===== config.mk =====
export PLATFORM = sky130hd
export DESIGN_NAME = cond_flags_unit
export DESIGN_NICKNAME = d
export VERILOG_FILES = /design/src/rtl/cond_pkg.sv /design/src/rtl/cond_eval.sv /design/src/rtl/cond_flags_unit.sv
export SDC_FILE = /design/constraint.sdc
export NUM_CORES = 1
export LEC_CHECK = 0
export CORE_MARGIN = 1.5
export CORE_UTILIZATION = 40
export CTS_CLUSTER_DIAMETER = 40
export DETAILED_ROUTE_END_ITERATION = 7
export GPL_ROUTABILITY_DRIVEN = 0
export GPL_TIMING_DRIVEN = 0
export PLACE_DENSITY = 0.73
export REMOVE_ABC_BUFFERS = 1
export SLEW_MARGIN = 15
export SYNTH_ARGS = -nofsm -noshare
export SYNTH_HDL_FRONTEND = slang
export SYNTH_SLANG_ARGS = --single-unit

===== constraint.sdc =====
create_clock -name clk -period 1.6 [get_ports clk]
set_input_delay 0.16 -clock clk [delete_from_list [all_inputs] [get_ports clk]]
set_output_delay 0.16 -clock clk [all_outputs]
set_load 0.005 [all_outputs]

===== src/rtl/cond_pkg.sv =====
// Shared types for the condition-flags unit: the NZCV flag record,
// the 4-bit condition-code encoding and the request FSM states.
package cond_pkg;

  localparam int FLAGS_W = 4;

  // Field order matches the external {N,Z,C,V} flag bus.
  typedef struct packed {
    logic n;
    logic z;
    logic c;
    logic v;
  } flags_t;

  typedef enum logic [3:0] {
    COND_EQ = 4'h0,
    COND_NE = 4'h1,
    COND_LO = 4'h2,
    COND_HS = 4'h3,
    COND_MI = 4'h4,
    COND_PL = 4'h5,
    COND_VS = 4'h6,
    COND_VC = 4'h7,
    COND_HI = 4'h8,
    COND_LS = 4'h9,
    COND_GE = 4'hA,
    COND_LT = 4'hB,
    COND_GT = 4'hC,
    COND_LE = 4'hD,
    COND_AL = 4'hE,
    COND_NV = 4'hF
  } cond_e;

  typedef enum logic {
    ST_IDLE = 1'b0,
    ST_RESP = 1'b1
  } state_e;

endpackage


===== src/rtl/cond_eval.sv =====
// Combinational condition-code evaluator. C is a borrow flag, so the
// unsigned "lower" tests use C=1 and "higher or same" uses C=0.
module cond_eval
  import cond_pkg::*;
(
  input  flags_t flags,
  input  cond_e  cond,
  output logic   taken
);

  logic n_eq_v;

  assign n_eq_v = (flags.n == flags.v);

  always_comb begin
    taken = 1'b0;
    case (cond)
      COND_EQ: taken = flags.z;
      COND_NE: taken = !flags.z;
      COND_LO: taken = flags.c;
      COND_HS: taken = !flags.c;
      COND_MI: taken = flags.n;
      COND_PL: taken = !flags.n;
      COND_VS: taken = flags.v;
      COND_VC: taken = !flags.v;
      COND_HI: taken = !flags.c && !flags.z;
      COND_LS: taken = flags.c || flags.z;
      COND_GE: taken = n_eq_v;
      COND_LT: taken = !n_eq_v;
      COND_GT: taken = !flags.z && n_eq_v;
      COND_LE: taken = flags.z || !n_eq_v;
      COND_AL: taken = 1'b1;
      COND_NV: taken = 1'b0;
      default: taken = 1'b0;
    endcase
  end

endmodule


===== src/rtl/cond_flags_unit.sv =====
// Architectural NZCV flags register with a one-deep condition-evaluation
// request/response handshake and a saturating signed-overflow counter.
module cond_flags_unit
  import cond_pkg::*;
#(
  parameter int CNT_W  = 4,
  parameter bit FWD_EN = 1'b1
) (
  input  logic             clk,
  input  logic             rst_n,
  input  logic             flag_we,
  input  logic             zero_in,
  input  logic             negative_in,
  input  logic             carry_in,
  input  logic             overflow_in,
  input  logic             req_valid,
  output logic             req_ready,
  input  logic [3:0]       req_cond,
  output logic             rsp_valid,
  input  logic             rsp_ready,
  output logic             rsp_taken,
  output logic [3:0]       flags_q,
  output logic [CNT_W-1:0] ovf_count
);

  flags_t             flags_in;
  flags_t             eval_flags;
  logic [3:0]         flags_d;
  logic [CNT_W-1:0]   ovf_count_q;
  logic [CNT_W-1:0]   ovf_count_d;
  state_e             state_q;
  state_e             state_d;
  logic               rsp_taken_q;
  logic               rsp_taken_d;
  logic               cond_taken;

  assign flags_in = '{n: negative_in, z: zero_in, c: carry_in, v: overflow_in};

  // With forwarding, a request accepted alongside a flag write sees the new flags.
  assign eval_flags = (FWD_EN && flag_we) ? flags_in : flags_t'(flags_q);

  cond_eval u_cond_eval (
    .flags (eval_flags),
    .cond  (cond_e'(req_cond)),
    .taken (cond_taken)
  );

  always_comb begin
    flags_d     = flags_q;
    ovf_count_d = ovf_count_q;
    if (flag_we) begin
      flags_d = flags_in;
      if (overflow_in && (ovf_count_q != {CNT_W{1'b1}})) begin
        ovf_count_d = ovf_count_q + CNT_W'(1);
      end
    end
  end

  always_comb begin
    state_d     = state_q;
    rsp_taken_d = rsp_taken_q;
    req_ready   = 1'b0;
    rsp_valid   = 1'b0;
    case (state_q)
      ST_IDLE: begin
        req_ready = rst_n;
        if (req_valid && rst_n) begin
          rsp_taken_d = cond_taken;
          state_d     = ST_RESP;
        end
      end
      ST_RESP: begin
        rsp_valid = 1'b1;
        if (rsp_ready) begin
          state_d = ST_IDLE;
        end
      end
      default: state_d = ST_IDLE;
    endcase
  end

  always_ff @(posedge clk) begin
    if (!rst_n) begin
      flags_q     <= '0;
      ovf_count_q <= '0;
      state_q     <= ST_IDLE;
      rsp_taken_q <= 1'b0;
    end else begin
      flags_q     <= flags_d;
      ovf_count_q <= ovf_count_d;
      state_q     <= state_d;
      rsp_taken_q <= rsp_taken_d;
    end
  end

  assign rsp_taken = rsp_taken_q;
  assign ovf_count = ovf_count_q;

endmodule


==> flow_summary.toml, run 1 <==
[cts]
cts_max_path_buffers = 2
clockRootBuffer = "clkbuf_4"
clk_pin_slew_worst_paths_ns = 0.06
h-tree-depth = 1
clkSinkCount = 10
cts_setup_buffers = 0
cts_tree = "built"
clkLatencyLatePin_ns = 0.25
cts_inserted_buffers = 3

[grt]
grt_pass1_wl_um = 1676
grt_usage = 0.1587
grt_max_degree = 12
grt_pass1_vias = 379
antenna_found_initial = 0
overflow = 0

[synthesis]
yosysWarnings = 0
synth.largest_area_cell = "dfxtp_1"
ys_seq_elements = 10
mappedNetlistArea_um2 = 571.8
synth_cell_types = 25
yosysTopAreaCellShare = 0.3501
ys_seq_area_frac = 0.3501
synth_cells = 58
synth_area_leaders = "dfxtp_1 (35%), mux2i_1 (12%), mux4_2 (7.9%)"
avgSynthCellArea_um2 = 9.859

[pwr]
p_seq_frac = 0.483
p_comb_frac = 0.235
powerDensity_nw_per_um2 = 687.0
p_sw_uw = 135.3
p_sw_frac = 0.2374
peakVddDrop_uv = 562.5
clockPowerShare = 0.282
power.internal_uw = 434.6
power_uw = 569.9
p_leak_uw = 0.0003568

[worst_setup_path]
reg2reg_from = "flags_q[0]"
cp_max_fo = 2
worst-setup-path-type = "primary input to flip-flop"
endpoint_kind = "flip-flop"
cp.required_ns = 1.74
cp-start-kind = "primary input"
arrival_ns = 1.67
setup.worst_path.start = "carry_in"

[floorplanning]
coreArea_um2 = 1318
start_util = 0.4340
dieWidth_um = 40.81
dieArea_um2 = 1665
io_pins = 24
die_y_um = 40.81
fp-row-count = 13

[sta]
fin_crit_ns = 1.536
finalCritPeriodShare = 0.9598
setup_viol = 0
max-slew-margin-rel = 0.8042
worst_pin_slew_ns = 0.2897
holdWs_ns = 0.2687
rsz0062_at_grt = "no"
finClkSkew_ns = 0.002769
hold_viol_final = 0
timing.setup.tns_ns = 0
drv_slew = 0
fmax_ghz = 0.6512

[layout]
area_delta_synth_final_pct = 45.08
drive_gt1_frac = 0.07317
finalCoreUtilization = 0.6296
num_antenna_cells = 0
layout_commonest_cell = "clkdlybuf4s50_1"
most-common-layout-cells = "clkdlybuf4s50_1 (19), dfxtp_1 (10), mux2i_1 (7), nor2b_1 (6), nand3_1 (6)"
multiInputGateArea_um2 = 352.8
fill_cells = 121
seq_area_um2 = 200.2
nNetsFinal = 98

[flow_run]
max_cap_violations = 0

[routing]
detail_route.wirelength_um = 1150
postRouteAntennaNets = 0
vias_per_cell = 5.175
wl_per_cell_um = 11.86
vias = 502
drc_errors = 0
drt_iter0_drc = 5
drt_pass1_iterations = 2

[worst_hold_path]
holdCritStartpoint = "negative_in"
hold_class = "primary input to flip-flop"

[placement]
dp_hpwl_um = 888.8
io_buffer_count = 23

[run_status]
status = "finished clean"
## final timing paths
path                              endpoint  slack (ns)  depth (start not counted)
worst min register to register   rsp_taken        0.50                          2
worst max-delay path             rsp_taken        0.06                          6
worst max register to register   rsp_taken        0.07                          5
worst min-delay path            flags_q[3]        0.27                          3
## cell usage after synthesis (all sizes together)
library cell	n
nand3	6
and4b	1
a31oi	1
mux2i	7
a311oi	1
mux4	2
o211a	1
ha	1
buf	1
xnor2	1
clkbuf	1
nor2	2
nand2	2
and2	3
nor4b	1
and3	2
o21ai	1
a21oi	1
nor2b	6
nand2b	1
dfxtp	10
o31ai	1
inv	1
a211o	1
xor2	3
## cell type report
| class | count | share of cell area |
|---|---|---|
| Timing Repair Buffer | 23 | 0.2790 |
| Inverter | 1 | 0.004525 |
| Multi-Input combinational cell | 45 | 0.4253 |
| Tap cell | 15 | 0.02262 |
| Clock buffer | 3 | 0.02715 |
| Sequential cell | 10 | 0.2413 |
## routing by layer
metal  up-vias  track usage  share of wire
li1        263            -              -
met1       220       0.2215           0.50
met2        17       0.2070           0.41
met3         2      0.03261          0.077
met4         0       0.1250          0.010
met5         -            0              0
## per-stage QoR
step | instance area, um2 | cells | setup WS (ns)
final | 829.5 | 97 | 0.06434
after global routing | 829.5 | 97 | 0.001987
after CTS | 827.0 | 97 | 0.007117
after detailed placement | 805.8 | 94 | -0.6635
after global placement | 805.8 | 94 | -0.6387
after floorplan | 556.8 | 56 | 0.1633
## cells by family after synthesis
logic type | Yosys count | share of synthesized area
fa+ha+maj | 1 | 0.02188
compound gates | 7 | 0.08972
flops | 10 | 0.3501
mux | 9 | 0.2013
simple gates | 24 | 0.2429
buf+inv | 3 | 0.03281
xor+xnor | 4 | 0.06128
## worst max-delay path, stage by stage
cell and delay, ns:
clkdlybuf4s50_1 0.43, mux4_2 0.47, mux2i_1 0.18, nor4b_1 0.09, a311oi_1 0.24, nand3_1 0.10
## sequential cells by signal, indices dropped and copies added, names as in the netlist
signal / flops
flags_q: 4
rsp_taken: 1
ovf_count: 4
state_q: 1
## power by group through the flow
stage	logic [uW]	clock network (uW)	registers [uW]
after global routing	149	183	277
after global placement	136	0	281
final	134	161	275
after CTS	137	165	276
after floorplan	55.1	0	281
after detailed placement	138	0	281
## repair_timing
action | CTS | global route
endpoints found under the setup margin | 2 | 1
hold buffers | 0 | 0
resized for setup | 5 | 1
hold endpoints to repair | 0 | 0
(Power assumes the default switching activity.)
==> run 2, diff against run 1 <==
--- a/config.mk
+++ b/config.mk
@@ -11,7 +11,7 @@
 export DETAILED_ROUTE_END_ITERATION = 7
 export GPL_ROUTABILITY_DRIVEN = 0
 export GPL_TIMING_DRIVEN = 0
-export PLACE_DENSITY = 0.73
+export PLACE_DENSITY = 0.76
 export REMOVE_ABC_BUFFERS = 1
 export SLEW_MARGIN = 15
 export SYNTH_ARGS = -nofsm -noshare
==> constraint.sdc (replaced) <==
create_clock -name clk -period 1.7 [get_ports clk]
set_input_delay 0.17 -clock clk [delete_from_list [all_inputs] [get_ports clk]]
set_output_delay 0.17 -clock clk [all_outputs]
set_load 0.005 [all_outputs]
==> run 2 against run 1 <==
  * Critical path depth is the same
  * Core utilization shrank 0.38 points
  * Routed wire length grew 3.5%
  * Via count grew 4.2%
  * Die area is the same
  * Combinational power shrank 5%
  * Cell count is the same
  * Total power shrank 5.0%
  * Clock skew shrank 0.00098 ns
  * Clock power shrank 4%
  * Sequential power shrank 6%
  * Register-to-register slack gained 0.10 ns
==> flow_summary.toml, run 2 (synthesis results as in run 1) <==
[sta]
drv_slew = 0
worst_pin_slew_ns = 0.3311
finClkSkew_ns = 0.001789
hold_viol_final = 0
holdWs_ns = 0.3311
setup_viol = 0
fmax_ghz = 0.6348
rsz0062_at_grt = "no"
fin_crit_ns = 1.575
max-slew-margin-rel = 0.7793
finalCritPeriodShare = 0.9266

[layout]
nNetsFinal = 98
drive_gt1_frac = 0.07317
area_delta_synth_final_pct = 44.20
multiInputGateArea_um2 = 352.8
num_antenna_cells = 0
most-common-layout-cells = "clkdlybuf4s50_1 (20), dfxtp_1 (10), mux2i_1 (7), nor2b_1 (6), nand3_1 (6)"
fill_cells = 119
layout_commonest_cell = "clkdlybuf4s50_1"
stdcell_count = 97
seq_area_um2 = 200.2

[routing]
drc_errors = 0
vias_per_cell = 5.392
vias = 523
detail_route.wirelength_um = 1190
postRouteAntennaNets = 0
drt_iter0_drc = 5
drt_pass1_iterations = 4
wl_per_cell_um = 12.27

[placement]
io_buffer_count = 23
dpl.cell_count = 94

[grt]
antenna_found_initial = 0
grt_usage = 0.1566
grt_pass1_vias = 403
grt_max_degree = 12
grt_pass1_wl_um = 1676
overflow = 0

[cts]
clkSinkCount = 10
clkLatencyLatePin_ns = 0.26
clk_pin_slew_worst_paths_ns = 0.06
cts_inserted_buffers = 3
cts_tree = "built"
cts_setup_buffers = 0
clockRootBuffer = "clkbuf_4"
cts_max_path_buffers = 2
h-tree-depth = 1
cts_hold_buf = 0

[pwr]
peakVddDrop_uv = 465.9
p_leak_uw = 0.0003548
powerDensity_nw_per_um2 = 656.3

[worst_hold_path]
hold_class = "primary input to flip-flop"

[flow_run]
max_cap_violations = 0

[floorplanning]
coreArea_um2 = 1318
dieWidth_um = 40.81
start_util = 0.4340
die_y_um = 40.81
dieArea_um2 = 1665
io_pins = 24
fp-row-count = 13

[worst_setup_path]
worst-setup-path-type = "primary input to flip-flop"
arrival_ns = 1.72
cp-start-kind = "primary input"
endpoint_kind = "flip-flop"
cp.required_ns = 1.84
cp_max_fo = 3

[run_status]
status = "finished clean"
run 2: cell count changes in the layout (fill, tap and decap cells not counted), sizes merged:
| cell | change |
|---|---|
| clkdlybuf4s50 | +1 |
| dlygate4sd2 | -1 |
| clkdlybuf4s15 | -1 |
| clkbuf | +1 |
run 2: repair_timing:
| item | 4_1_cts | 5_1_grt |
|---|---|---|
| pin swaps | 0 | 0 |
| resized for setup | 3 | 2 |
| setup endpoints to repair | 2 | 1 |
run 2: cell type report:
cell class	instances	share of cell area
Sequential cell	10	0.2428
Tap cell	15	0.02276
Inverter	1	0.004552
Timing Repair Buffer	23	0.2747
Multi-Input combinational cell	45	0.4279
Clock buffer	3	0.02731
run 2: critical path: stages:
cell and delay [ns]:
clkdlybuf4s50_1 0.46, mux4_2 0.47, mux2i_1 0.18, nor4b_1 0.08, a311oi_1 0.25, nand3_1 0.11
run 2: path summary, 6_finish.rpt:
| check | from | endpoint | slack [ns] | depth (start not counted) |
|---|---|---|---|---|
| max | negative_in | rsp_taken | 0.12 | 6 |
| min | overflow_in | ovf_count[2] | 0.33 | 3 |
| max reg2reg | flags_q[3] | rsp_taken | 0.17 | 5 |
| min reg2reg | rsp_taken | rsp_taken | 0.51 | 2 |
run 2: power by group:
group          total [uW]  leakage, uW  internal [uW]  switching, uW
sequential            259    0.0000821            248           11.7
combinational         127     0.000259           80.3           46.4
clock                 155    0.0000138           81.4           73.6
total                 541     0.000355            409            132
run 2: routing by layer:
layer	vias up	track usage	share of wire
li1	262	-	-
met1	236	0.2054	0.45
met2	21	0.2148	0.43
met3	4	0.03804	0.097
met4	0	0.1250	0.021
met5	-	0	0
run 2: per-stage QoR:
step / TNS, ns / setup slack, ns / utilization / total power [uW] / area (um2)
final: 0 / 0.1247 / 0.6258 / 541.2 / 824.5
after global routing: 0 / 0.08370 / 0.6258 / 574.0 / 824.5
after CTS: 0 / 0.002732 / 0.6277 / 547.8 / 827.0
after detailed placement: -0.6235 / -0.5712 / 0.6116 / 394.4 / 805.8
after global placement: -0.5881 / -0.5471 / 0.6116 / 392.4 / 805.8
after floorplan: 0 / 0.2633 / - / 316.3 / 556.8
